$ cat src/rtl/ram_arbiter_if.sv
// rtl/ram_arbiter_if.sv - requester and SRAM pin bundle for ram_arbiter
interface ram_arbiter_if;
  logic        vReq;
  logic [17:0] vA;
  logic [7:0]  vQ;
  logic        vAck;
  logic        vOvr;

  logic        cReq;
  logic        cWr;
  logic [17:0] cA;
  logic [7:0]  cD;
  logic [7:0]  cQ;
  logic        cAck;

  logic        lReq;
  logic [18:0] lA;
  logic [7:0]  lD;
  logic        lAck;

  logic [18:0] sramA;
  logic [7:0]  sramD;
  logic [7:0]  sramQ;
  logic        sramDrive;
  logic        sramOe;
  logic        sramWe;

  modport slave (
    input  vReq, vA, cReq, cWr, cA, cD, lReq, lA, lD, sramQ,
    output vQ, vAck, vOvr, cQ, cAck, lAck, sramA, sramD, sramDrive, sramOe, sramWe
  );

  modport master (
    output vReq, vA, cReq, cWr, cA, cD, lReq, lA, lD, sramQ,
    input  vQ, vAck, vOvr, cQ, cAck, lAck, sramA, sramD, sramDrive, sramOe, sramWe
  );
endinterface

$ cat src/rtl/ram_arbiter.sv
// rtl/ram_arbiter.sv - single-port SRAM scheduler for video, CPU and loader requesters
module ram_arbiter #(
  parameter int TACC = 2
) (
  input  logic         clock,
  input  logic         reset,
  ram_arbiter_if.slave bus
);
  localparam int CW = (TACC > 1) ? $clog2(TACC) : 1;
  localparam logic [CW-1:0] CNT_LAST = CW'(TACC - 1);

  typedef enum logic [1:0] {IDLE, ADDR, STROBE, LATCH} state_t;
  typedef enum logic [1:0] {G_NONE, G_VID, G_CPU, G_LDR} gnt_t;

  state_t        state;
  gnt_t          gnt;
  logic          wr;
  logic [CW-1:0] cnt;

  logic          v_pend;
  logic [17:0]   v_addr;
  logic          c_req_r;
  logic          l_req_r;
  logic          c_served;
  logic          l_served;

  logic          decide;
  logic          any_elig;
  logic          v_grant;
  gnt_t          next_gnt;
  logic          next_wr;
  logic [18:0]   next_a;
  logic [7:0]    next_d;

  // Fixed-priority pick among eligible requesters, evaluated in IDLE and LATCH
  always_comb begin
    decide   = (state == IDLE) || (state == LATCH);
    any_elig = v_pend || (c_req_r && !c_served) || (l_req_r && !l_served);
    next_gnt = G_NONE;
    next_wr  = 1'b0;
    next_a   = '0;
    next_d   = '0;
    if (v_pend) begin
      next_gnt = G_VID;
      next_a   = {1'b0, v_addr};
    end else if (c_req_r && !c_served) begin
      next_gnt = G_CPU;
      next_wr  = bus.cWr;
      next_a   = {1'b0, bus.cA};
      next_d   = bus.cD;
    end else if (l_req_r && !l_served) begin
      next_gnt = G_LDR;
      next_wr  = 1'b1;
      next_a   = bus.lA;
      next_d   = bus.lD;
    end
    v_grant = decide && v_pend;
  end

  // Request capture, access sequencing and registered SRAM pins / acks
  always_ff @(posedge clock or negedge reset) begin
    if (!reset) begin
      state         <= IDLE;
      gnt           <= G_NONE;
      wr            <= 1'b0;
      cnt           <= '0;
      v_pend        <= 1'b0;
      v_addr        <= '0;
      c_req_r       <= 1'b0;
      l_req_r       <= 1'b0;
      c_served      <= 1'b0;
      l_served      <= 1'b0;
      bus.vQ        <= 8'hFF;
      bus.cQ        <= 8'hFF;
      bus.vAck      <= 1'b0;
      bus.cAck      <= 1'b0;
      bus.lAck      <= 1'b0;
      bus.vOvr      <= 1'b0;
      bus.sramA     <= '0;
      bus.sramD     <= '0;
      bus.sramDrive <= 1'b0;
      bus.sramOe    <= 1'b1;
      bus.sramWe    <= 1'b1;
    end else begin
      bus.vAck <= 1'b0;
      bus.cAck <= 1'b0;
      bus.lAck <= 1'b0;
      c_req_r  <= bus.cReq;
      l_req_r  <= bus.lReq;

      // A dropped request re-arms its requester; the ack below takes precedence
      if (!c_req_r) c_served <= 1'b0;
      if (!l_req_r) l_served <= 1'b0;

      // A pulse during the grant clock starts a fresh pending request
      if (bus.vReq) begin
        if (v_pend && !v_grant) begin
          bus.vOvr <= 1'b1;
        end else begin
          v_pend <= 1'b1;
          v_addr <= bus.vA;
        end
      end else if (v_grant) begin
        v_pend <= 1'b0;
      end

      case (state)
        IDLE, LATCH: begin
          if (any_elig) begin
            state         <= ADDR;
            gnt           <= next_gnt;
            wr            <= next_wr;
            bus.sramA     <= next_a;
            bus.sramD     <= next_d;
            bus.sramDrive <= next_wr;
          end else begin
            state         <= IDLE;
            bus.sramDrive <= 1'b0;
          end
        end
        ADDR: begin
          state      <= STROBE;
          cnt        <= '0;
          bus.sramOe <= wr;
          bus.sramWe <= !wr;
        end
        STROBE: begin
          if (cnt == CNT_LAST) begin
            state      <= LATCH;
            bus.sramOe <= 1'b1;
            bus.sramWe <= 1'b1;
            case (gnt)
              G_VID: begin
                bus.vQ   <= bus.sramQ;
                bus.vAck <= 1'b1;
              end
              G_CPU: begin
                if (!wr) bus.cQ <= bus.sramQ;
                bus.cAck <= 1'b1;
                c_served <= 1'b1;
              end
              G_LDR: begin
                bus.lAck <= 1'b1;
                l_served <= 1'b1;
              end
              default: ;
            endcase
          end else begin
            cnt <= cnt + 1'b1;
          end
        end
        default: state <= IDLE;
      endcase
    end
  end
endmodule

$ cat src/flat_wrapper.sv
// flat-port wrapper written by rule: the top's interface ports become plain ports
module ram_arbiter_flat 
#(
  parameter int TACC = 2
)
  (clock, reset, bus_vReq, bus_vA, bus_cReq, bus_cWr, bus_cA, bus_cD, bus_lReq, bus_lA, bus_lD, bus_sramQ, bus_vQ, bus_vAck, bus_vOvr, bus_cQ, bus_cAck, bus_lAck, bus_sramA, bus_sramD, bus_sramDrive, bus_sramOe, bus_sramWe);
  ram_arbiter_if bus_i ();
  input  logic clock;
  input  logic reset;
  input wire logic [$bits(bus_i.vReq)-1:0] bus_vReq;
  input wire logic [$bits(bus_i.vA)-1:0] bus_vA;
  input wire logic [$bits(bus_i.cReq)-1:0] bus_cReq;
  input wire logic [$bits(bus_i.cWr)-1:0] bus_cWr;
  input wire logic [$bits(bus_i.cA)-1:0] bus_cA;
  input wire logic [$bits(bus_i.cD)-1:0] bus_cD;
  input wire logic [$bits(bus_i.lReq)-1:0] bus_lReq;
  input wire logic [$bits(bus_i.lA)-1:0] bus_lA;
  input wire logic [$bits(bus_i.lD)-1:0] bus_lD;
  input wire logic [$bits(bus_i.sramQ)-1:0] bus_sramQ;
  output wire logic [$bits(bus_i.vQ)-1:0] bus_vQ;
  output wire logic [$bits(bus_i.vAck)-1:0] bus_vAck;
  output wire logic [$bits(bus_i.vOvr)-1:0] bus_vOvr;
  output wire logic [$bits(bus_i.cQ)-1:0] bus_cQ;
  output wire logic [$bits(bus_i.cAck)-1:0] bus_cAck;
  output wire logic [$bits(bus_i.lAck)-1:0] bus_lAck;
  output wire logic [$bits(bus_i.sramA)-1:0] bus_sramA;
  output wire logic [$bits(bus_i.sramD)-1:0] bus_sramD;
  output wire logic [$bits(bus_i.sramDrive)-1:0] bus_sramDrive;
  output wire logic [$bits(bus_i.sramOe)-1:0] bus_sramOe;
  output wire logic [$bits(bus_i.sramWe)-1:0] bus_sramWe;
  assign bus_i.vReq = bus_vReq;
  assign bus_i.vA = bus_vA;
  assign bus_i.cReq = bus_cReq;
  assign bus_i.cWr = bus_cWr;
  assign bus_i.cA = bus_cA;
  assign bus_i.cD = bus_cD;
  assign bus_i.lReq = bus_lReq;
  assign bus_i.lA = bus_lA;
  assign bus_i.lD = bus_lD;
  assign bus_i.sramQ = bus_sramQ;
  assign bus_vQ = bus_i.vQ;
  assign bus_vAck = bus_i.vAck;
  assign bus_vOvr = bus_i.vOvr;
  assign bus_cQ = bus_i.cQ;
  assign bus_cAck = bus_i.cAck;
  assign bus_lAck = bus_i.lAck;
  assign bus_sramA = bus_i.sramA;
  assign bus_sramD = bus_i.sramD;
  assign bus_sramDrive = bus_i.sramDrive;
  assign bus_sramOe = bus_i.sramOe;
  assign bus_sramWe = bus_i.sramWe;
  ram_arbiter #(.TACC(TACC)) u_core (.clock(clock), .reset(reset), .bus(bus_i));
endmodule
$ cat config.mk
export PLATFORM = sky130hd
export DESIGN_NAME = ram_arbiter_flat
export DESIGN_NICKNAME = d
export VERILOG_FILES = /design/src/rtl/ram_arbiter_if.sv /design/src/rtl/ram_arbiter.sv /design/src/flat_wrapper.sv
export SDC_FILE = /design/constraint.sdc
export NUM_CORES = 1
export LEC_CHECK = 0
export ABC_AREA = 1
export CORE_UTILIZATION = 45
export CTS_CLUSTER_SIZE = 14
export DETAILED_ROUTE_END_ITERATION = 10
export GPL_ROUTABILITY_DRIVEN = 0
export PLACE_DENSITY = 0.8
export SKIP_CTS_REPAIR_TIMING = 1
export SYNTH_ARGS = -nofsm -noshare
export SYNTH_HDL_FRONTEND = slang
export SYNTH_SLANG_ARGS = --single-unit
$ cat constraint.sdc
create_clock -name clock -period 4.6 [get_ports clock]
set_clock_uncertainty 0.15 [all_clocks]
set_input_delay 0.69 -clock clock [delete_from_list [all_inputs] [get_ports clock]]
set_output_delay 0.69 -clock clock [all_outputs]
set_load 0.02 [all_outputs]
# Yosys cells after proc, flatten, opt, wreduce, memory -nomap -nowiden
# Index checks and enable logic that the tools add are counted.
# Widths: inputs -> output; s select.
dict set report word_totals {
  out_inout_bits 50
  regBits 79
  inputBits 85
}
dict set report classes {
  n_addsub 1
  n_mux 41
  n_reduce_logical 22
  bitwise 2
  eq_ne 8
}
# operator n
set op_table {}
lappend op_table {{$mux 19} 3}
lappend op_table {{$mux 1} 27}
lappend op_table {{$mux 8} 3}
lappend op_table {{$reduce_and 2->1} 5}
lappend op_table {{$eq 2x2->1 const B} 4}
lappend op_table {{$mux 2} 4}
lappend op_table {{$pmux 1 s2} 3}
lappend op_table {{$pmux 2 s3} 1}
lappend op_table {{$eq 2x1->1 const B} 2}
lappend op_table {{$logic_and 1x1->1} 4}
lappend op_table {{$logic_not 1->1} 4}
lappend op_table {{$reduce_and 4->1} 1}
lappend op_table {{$reduce_bool 2->1} 2}
lappend op_table {{$logic_or 1x1->1} 3}
lappend op_table {{$reduce_and 3->1} 1}
lappend op_table {{$logic_not 2->1} 1}
lappend op_table {{$ne 2x1->1 const B} 1}
lappend op_table {{$ne 2x2->1 const B} 1}
lappend op_table {{$not 1->1} 2}
lappend op_table {{$reduce_or 2->1} 1}
lappend op_table {{$add 1x1->1 const B} 1}

# Logic depth before layout (Yosys ltp)
# Gate-level depths: netlist of run 1.
dict set report depth {
  word_depth 7
  ltp_mapped 8
}

# Least setup slack after synthesis of run 1
# No wires, ideal clock.
dict set report synth_path {
  path_type {input port to flip-flop}
  start {input bus_vReq}
  end {register u_core.v_addr[10]}
  t_arrival_ps 1312
  t_required_ps 4327
  cell_stages 5
  n_path_buf 2
  setup_time_ps 123
  slack_ps 3015
  path_cell_list {clkbuf_1 nand2_1 buf_2 nor2_1 a21oi_1}
}
dict set report synth_between {
  elab_chain_cells 1
}
# element line_no
set synth_rtl {}
lappend synth_rtl {{from (decl)} flat_wrapper.sv:10} ;# input wire logic [$bits(bus_i.vReq)-1:0] bus_vReq;
lappend synth_rtl {{$reduce_and 2->1 (no line)} --}
lappend synth_rtl {{to (signal assigned)} ram_arbiter.sv:101} ;# v_addr <= bus.vA;
lappend synth_rtl {{to (decl)} ram_arbiter.sv:21} ;# logic [17:0] v_addr;
# No other way between the ends.
# A chain may end at the register's enable or synchronous reset.

# Worst setup path in the final report of run 1
dict set report layout_path {
  start {register u_core.state[0]}
  end {register u_core.v_addr[0]}
}
dict set report layout_between {
  elab_chain_cells 7
  word_cells_on_any_way 8
  classes_between {1 x eq/ne; 1 x bitwise; 6 x reduce/logical}
}
# element line_no
set layout_rtl {}
lappend layout_rtl {{from (decl)} ram_arbiter.sv:15} ;# state_t state;
lappend layout_rtl {{from (signal assigned)} ram_arbiter.sv:63} ;# state <= IDLE;
lappend layout_rtl {{from (signal assigned)} ram_arbiter.sv:110} ;# state <= ADDR;
lappend layout_rtl {{from (signal assigned)} ram_arbiter.sv:117} ;# state <= IDLE;
lappend layout_rtl {{$eq 2x2->1 / $logic_not 2->1 (equally long branches)} ram_arbiter.sv:37} ;# decide = (state == IDLE) || (state == LATCH);
lappend layout_rtl {{$logic_or 1x1->1 *} ram_arbiter.sv:37}
lappend layout_rtl {{named net u_core.decide} ram_arbiter.sv:27} ;# logic decide;
lappend layout_rtl {{$logic_and 1x1->1 *} ram_arbiter.sv:57} ;# v_grant = decide && v_pend;
lappend layout_rtl {{$logic_not 1->1 *} ram_arbiter.sv:97} ;# if (v_pend && !v_grant) begin
lappend layout_rtl {{$logic_and 1x1->1 *} ram_arbiter.sv:97}
lappend layout_rtl {{$not 1->1 (no line) *} --}
lappend layout_rtl {{$reduce_and 2->1 (no line) *} --}
# The timed path passes the listed nets; every way through them passes the cells marked *.

==> metrics.cfg, run 1 <==
[run_status]
outcome = finished, final reports clean

[yosys]
yosysWarningCount = 0
synth_xor_xnor_area_share_pct = 0
synth_top_area_share_pct = 40.2
synth-simple-area-share_pct = 30.8
synth_area_per_cell_sq_um = 7.99
synth_top_cell_by_area = dfrtp_1
muxShareOfSynthArea_pct = 0
synth_top_family_by_area = simple AND/OR/NAND/NOR gates
ys_types = 27
syn_nets = 564
syn_area_sq_um = 3800
synth-compound-area-share_pct = 8.03
synth_area_leaders = dfrtp_1 40%, nand2_1 14%, dfstp_2 12%
ys_seq_elements = 79
synthAdderAreaFrac_pct = 0.987
syn_inst = 476
ys_seq_area_share_pct = 52.6

[clock_tree]
clock_sinks = 79
cts_buffer_depth = 2
clock_latency_ps = 350
cts_buffers = 9
clk_pin_slew_ps = 80
cts_root_buf = clkbuf_8
tritoncts = done
ctsHtreeMaxLevel = 3

[power_and_ir_drop]
switchingPower_mw = 1.45
p_leak_nw = 2.53
p_clk_share_pct = 14.7
swShare_pct = 41.4
seqPwrFrac_pct = 35.6
power_density_nw_per_um2 = 659
comb_power_share_pct = 49.7
internal_power_mw = 2.05
ir_drop_mv = 0.328

[route]
firstDrtPassIters = 4
drc_errors = 0
num_vias = 3577
drt-total-wl_um = 10200
wl_per_cell_um = 14.4
first_iter_violations = 196
postRouteAntennaNets = 0
vias_per_cell = 5.07

[worst_setup_path]
r2r_cells = 7
crit_end = u_core.v_addr[0]
crit_start = u_core.state[0]
crit_type = reg2reg
critPathArrivalTime_ps = 2830
cp.required_ps = 4650
r2r_setup_slack_ps = 1810
cp-start-kind = register
path_max_fanout = 30
end_kind = register
timing.rr.end = u_core.v_addr[0]
r2r-start = u_core.state[0]

[final_layout]
nets = 683
drive_above_1_share_pct = 9.00
antenna_cells = 0
layout_commonest_cell = nand2_1
most-common-layout-cells = 143 x nand2_1, 133 x clkdlybuf4s50_1, 63 x nand3_1
area_delta_synth_final_pct = 39.9

[placement]
dp_hpwl_um = 6940
port_buffers = 134
dp_slack_ps = 1830

[die]
die_area_sq_um = 8820
die_x_um = 93.9
core_sq_um = 8180
start_util_pct = 46.5
num_rows = 33
fp.dieH_um = 93.9
pin_count = 135

[grt]
grt_pass1_wl_um = 17000
grt_usage_pct = 25.1
grt_pass1_vias = 3557
grt_max_degree = 80
overflow = 0
antenna_found_initial = 0

[sta]
setup_viol = 0
rsz0062_at_grt = no
relSlewSlack_pct = 34.6
slew_viol_final = 0
period_share_pct = 60.6
layout_setup_ws_ps = 1810
setup_tns_ps = 0
worstMarginPinSlew_ps = 980
finalCriticalPeriod_ps = 2790
final_hold_viol_count = 0
max_freq_mhz = 359

[job]
max-cap-violations = 0

[worst_hold_path]
hold_path.class = in2async

[synthesized netlist by cell type, drive strengths merged]
library cell and n:
clkbuf 3, nor3 2, or2 7, o211ai 1, o21ai 40, nor2 54
a21oi 15, nand2 147, ha 3, buf 23, o21bai 1, dfstp 18
nand4 1, inv 34, dfrtp 61, o22ai 1, nand3 64, a31o 1
[critical path, stage by stage (launching register included)]
cell and delay, ps:
dfrtp_1 380, inv_1 80, ha_1 790, inv_2 160
nand2_2 190, nand2_1 540, nor2_1 280, a21oi_1 70
[power by group through the flow]
stage	Clock (mW)	Combinational (mW)	Sequential, mW
finish	0.514	1.74	1.25
global route	0.547	1.95	1.29
CTS	0.523	1.76	1.24
detailed placement	0	1.75	1.25
global placement	0	1.69	1.24
floorplan	0	0.901	1.45
[kinds of logic after synthesis]
family                   Yosys count
AND/OR/NAND/NOR                  275
flip-flops                        79
buffers and inverters             60
AO/OA/AOI/OAI                     59
adder cells (fa/ha/maj)            3
[through the flow]
stage | hold WS (ps) | cells | power [mW] | util (%) | instance area (sq um)
floorplan | 244 | 476 | 2.35 | - | 3800
global placement | 296 | 689 | 2.94 | 62.5 | 5110
detailed placement | 301 | 689 | 3.00 | 62.5 | 5110
CTS | 320 | 705 | 3.53 | 65.0 | 5320
global route | 340 | 705 | 3.78 | 65.0 | 5320
finish | 315 | 705 | 3.50 | 65.0 | 5320
[cell type report]
class / count / area, sq um
fill: 720 / 2860
timing repair buffer: 134 / 1340
clock inverter: 2 / 10.0
inverter: 34 / 128
clock buffer: 14 / 194
sequential: 79 / 2000
tap: 105 / 131
multi-input combinational: 337 / 1520
[metal layers]
layer / vias up / share of wire (%) / global-route usage, % / routed length [um]
li1: 1749 / - / - / -
met1: 1670 / 43 / 32.3 / 4380
met2: 145 / 47 / 42.5 / 4830
met3: 13 / 7.7 / 3.80 / 781
met4: 0 / 1.9 / 10.0 / 194
met5: - / 0 / 0 / 0
[registers in the layout, summed over array words and instances (netlist names), 2 cells and up]
register and flops:
u_core.bus.vQ 8, u_core.bus.sramA 19, u_core.gnt 2, u_core.v_addr 18, u_core.state 2, u_core.bus.sramD 8, u_core.bus.cQ 8
[how the worst min path moves through the flow]
stage	start	end	slack (ps)	depth (start not counted)
3_5_place_dp	u_core.v_addr[14]	u_core.v_addr[14]	300	2
3_3_place_gp	u_core.v_addr[13]	u_core.v_addr[13]	300	2
5_1_grt	u_core.v_addr[13]	u_core.v_addr[13]	340	2
4_1_cts	u_core.v_addr[14]	u_core.v_addr[14]	320	2
6_report	reset	u_core.bus.sramA[14]	320	1
2_1_floorplan	reset	u_core.bus.cAck	240	0
No activity file was read; power rests on OpenSTA's default activity.
==> run 2, diff against run 1 <==
==> constraint.sdc (replaced) <==
create_clock -name clock -period 2.58 [get_ports clock]
set_clock_uncertainty 0.15 [all_clocks]
set_input_delay 0.387 -clock clock [delete_from_list [all_inputs] [get_ports clock]]
set_output_delay 0.387 -clock clock [all_outputs]
set_load 0.02 [all_outputs]
==> run 2 against run 1 <==
Wire length decreased by 3.6%. Register-to-register slack got worse by 1500 ps. Utilization increased by 1.0 points. Maximum frequency increased by 22%. Clock power increased by 67%. Via count increased by 1.7%. Critical path type unchanged. Largest power group unchanged.
==> metrics.cfg, run 2 (synthesis results as in run 1) <==
[run_status]
outcome = finished, final reports clean  ; unchanged

[die]
start_util_pct = 46.5  ; unchanged
die_area_sq_um = 8820  ; unchanged
num_rows = 33  ; unchanged
fp.dieH_um = 93.9  ; unchanged
pin_count = 135  ; unchanged
core_sq_um = 8180  ; unchanged
die_x_um = 93.9  ; unchanged

[placement]
port_buffers = 134  ; unchanged
place_inst = 698  ; was 689
placedInstanceArea_sq_um = 5200  ; was 5110 sq um
dp_hpwl_um = 7150  ; was 6940 um

[route]
num_vias = 3638  ; was 3577
drc_errors = 0  ; unchanged
wl_per_cell_um = 13.7  ; was 14.4 um
vias_per_cell = 5.09  ; was 5.07
drt-total-wl_um = 9820  ; was 10200 um
postRouteAntennaNets = 0  ; unchanged
firstDrtPassIters = 5  ; was 4
first_iter_violations = 177  ; was 196

[job]
max-cap-violations = 0  ; unchanged

[worst_setup_path]
crit_type = reg2reg  ; unchanged
r2r_cells = 5  ; was 7
timing.rr.end = u_core.gnt[1]  ; was u_core.v_addr[0]
cp.required_ps = 2700  ; was 4650 ps
slowest_stage = dfrtp_1  ; was ha_1
critPathArrivalTime_ps = 2390  ; was 2830 ps
cp-start-kind = register  ; unchanged
path_max_fanout = 30  ; unchanged
end_kind = register  ; unchanged
cp_slowest_stage_delay_ps = 560  ; was 790 ps
crit_path_cell_trace = inv_2 > nand3_4 > nand2_2 > inv_1 > o21bai_1  ; was inv_1 > ha_1 > inv_2 > nand2_2 > nand2_1 > nor2_1 > a21oi_1
r2r-start = u_core.v_pend  ; was u_core.state[0]
r2r_setup_slack_ps = 310  ; was 1810 ps

[grt]
overflow = 0  ; unchanged
grt_max_degree = 48  ; was 80
grt_pass1_wl_um = 16400  ; was 17000 um
antenna_found_initial = 0  ; unchanged
grt_usage_pct = 24.1  ; was 25.1%
grt_pass1_vias = 3584  ; was 3557

[sta]
rsz0062_at_grt = no  ; unchanged
max_freq_mhz = 440  ; was 359 MHz
setup_viol = 0  ; unchanged
finalCriticalPeriod_ps = 2270  ; was 2790 ps
worstMarginPinSlew_ps = 594  ; was 980 ps
final_hold_viol_count = 0  ; unchanged
setup_tns_ps = 0  ; unchanged
slew_viol_final = 0  ; unchanged
relSlewSlack_pct = 60.3  ; was 34.6%
period_share_pct = 88.2  ; was 60.6%

[worst_hold_path]
hold_path.class = reg2reg  ; was in2async
hold_end = u_core.bus.cQ[0]
hp-start = u_core.bus.cQ[0]
whs_path_depth = 2

[final_layout]
layout_commonest_cell = nand2_1  ; unchanged
reg_top3 = u_core.bus.sramA x19, u_core.v_addr x18  ; unchanged
largest_register_ffs = 19  ; unchanged
stdcell_count = 715  ; was 705
area_delta_synth_final_pct = 42.1  ; was 39.9%
fillers = 681  ; was 720
drive_above_1_share_pct = 10.2  ; was 9.00%
antenna_cells = 0  ; unchanged
regMostFlops = u_core.bus.sramA  ; unchanged
most-common-layout-cells = 143 x nand2_1, 133 x clkdlybuf4s50_1, 63 x nand3_1  ; unchanged
nets = 693  ; was 683
final_area_sq_um = 5400  ; was 5320 sq um

[clock_tree]
cts_buffers = 9  ; unchanged
clock_latency_ps = 340  ; was 350 ps
tritoncts = done  ; unchanged
cts_root_buf = clkbuf_8  ; unchanged
cts_buffer_depth = 2  ; unchanged
ctsHtreeMaxLevel = 3  ; unchanged
clock_sinks = 79  ; unchanged
clk_pin_slew_ps = 70  ; was 80 ps

[power_and_ir_drop]
comb_power_share_pct = 50.5  ; was 49.7%
seqPwrFrac_pct = 35.7  ; was 35.6%
internal_power_mw = 3.66  ; was 2.05 mW
p_leak_nw = 2.57  ; was 2.53 nW
switchingPower_mw = 2.56  ; was 1.45 mW
ir_drop_mv = 0.521  ; was 0.328 mV
swShare_pct = 41.2  ; was 41.4%
p_clk_share_pct = 13.8  ; was 14.7%
power_density_nw_per_um2 = 1150  ; was 659 nW/um^2

[run 2: layer usage]
layer | track usage (%) | routed length, um
met1 | 29.4 | 4080
met2 | 41.7 | 4730
met3 | 4.53 | 758
met4 | 10.3 | 257
met5 | 0 | 0
[run 2: area by class of cell]
cell class	instances	area [sq um]	area share [%]
Sequential cell	79	2000	37.0
Multi-Input combinational cell	337	1520	28.1
Timing Repair Buffer	144	1440	26.7
Clock buffer	13	170	3.15
Tap cell	105	131	2.43
Inverter	34	128	2.36
Clock inverter	3	15.0	0.278
[run 2: power by group through the flow]
stage	registers [mW]	logic, mW	clock network (mW)
finish	2.22	3.14	0.856
floorplan	2.58	1.61	0
global route	2.29	3.50	0.917
detailed placement	2.23	3.17	0
global placement	2.22	3.08	0
CTS	2.22	3.18	0.876
[run 2: worst max path at each step]
stage / to / startpoint / cells after the start
6_report: u_core.gnt[1] / u_core.v_pend / 5
5_1_grt: u_core.gnt[1] / u_core.v_pend / 5
4_1_cts: u_core.gnt[1] / u_core.v_pend / 5
3_5_place_dp: u_core.gnt[0] / u_core.v_pend / 5
3_3_place_gp: u_core.gnt[1] / u_core.v_pend / 5
2_1_floorplan: u_core.v_addr[0] / u_core.state[0] / 8
[run 2: critical path, delay by kind of cell, from the launching register on]
family | cells | cell delay (ps)
buffers and inverters | 2 | 550
DFF | 1 | 560
and+or+nand+nor | 2 | 790
AOI/OAI and AO/OA | 1 | 140
[run 2: metrics by stage]
stage	power [mW]	util [%]	hold slack, ps	setup WS (ps)
2_1_floorplan	4.18	-	-58.6	1000
5_1_grt	6.70	66.1	341	51.3
3_3_place_gp	5.29	63.7	195	412
4_1_cts	6.28	65.9	-170	282
3_5_place_dp	5.40	63.7	206	297
6_report	6.22	66.1	325	306
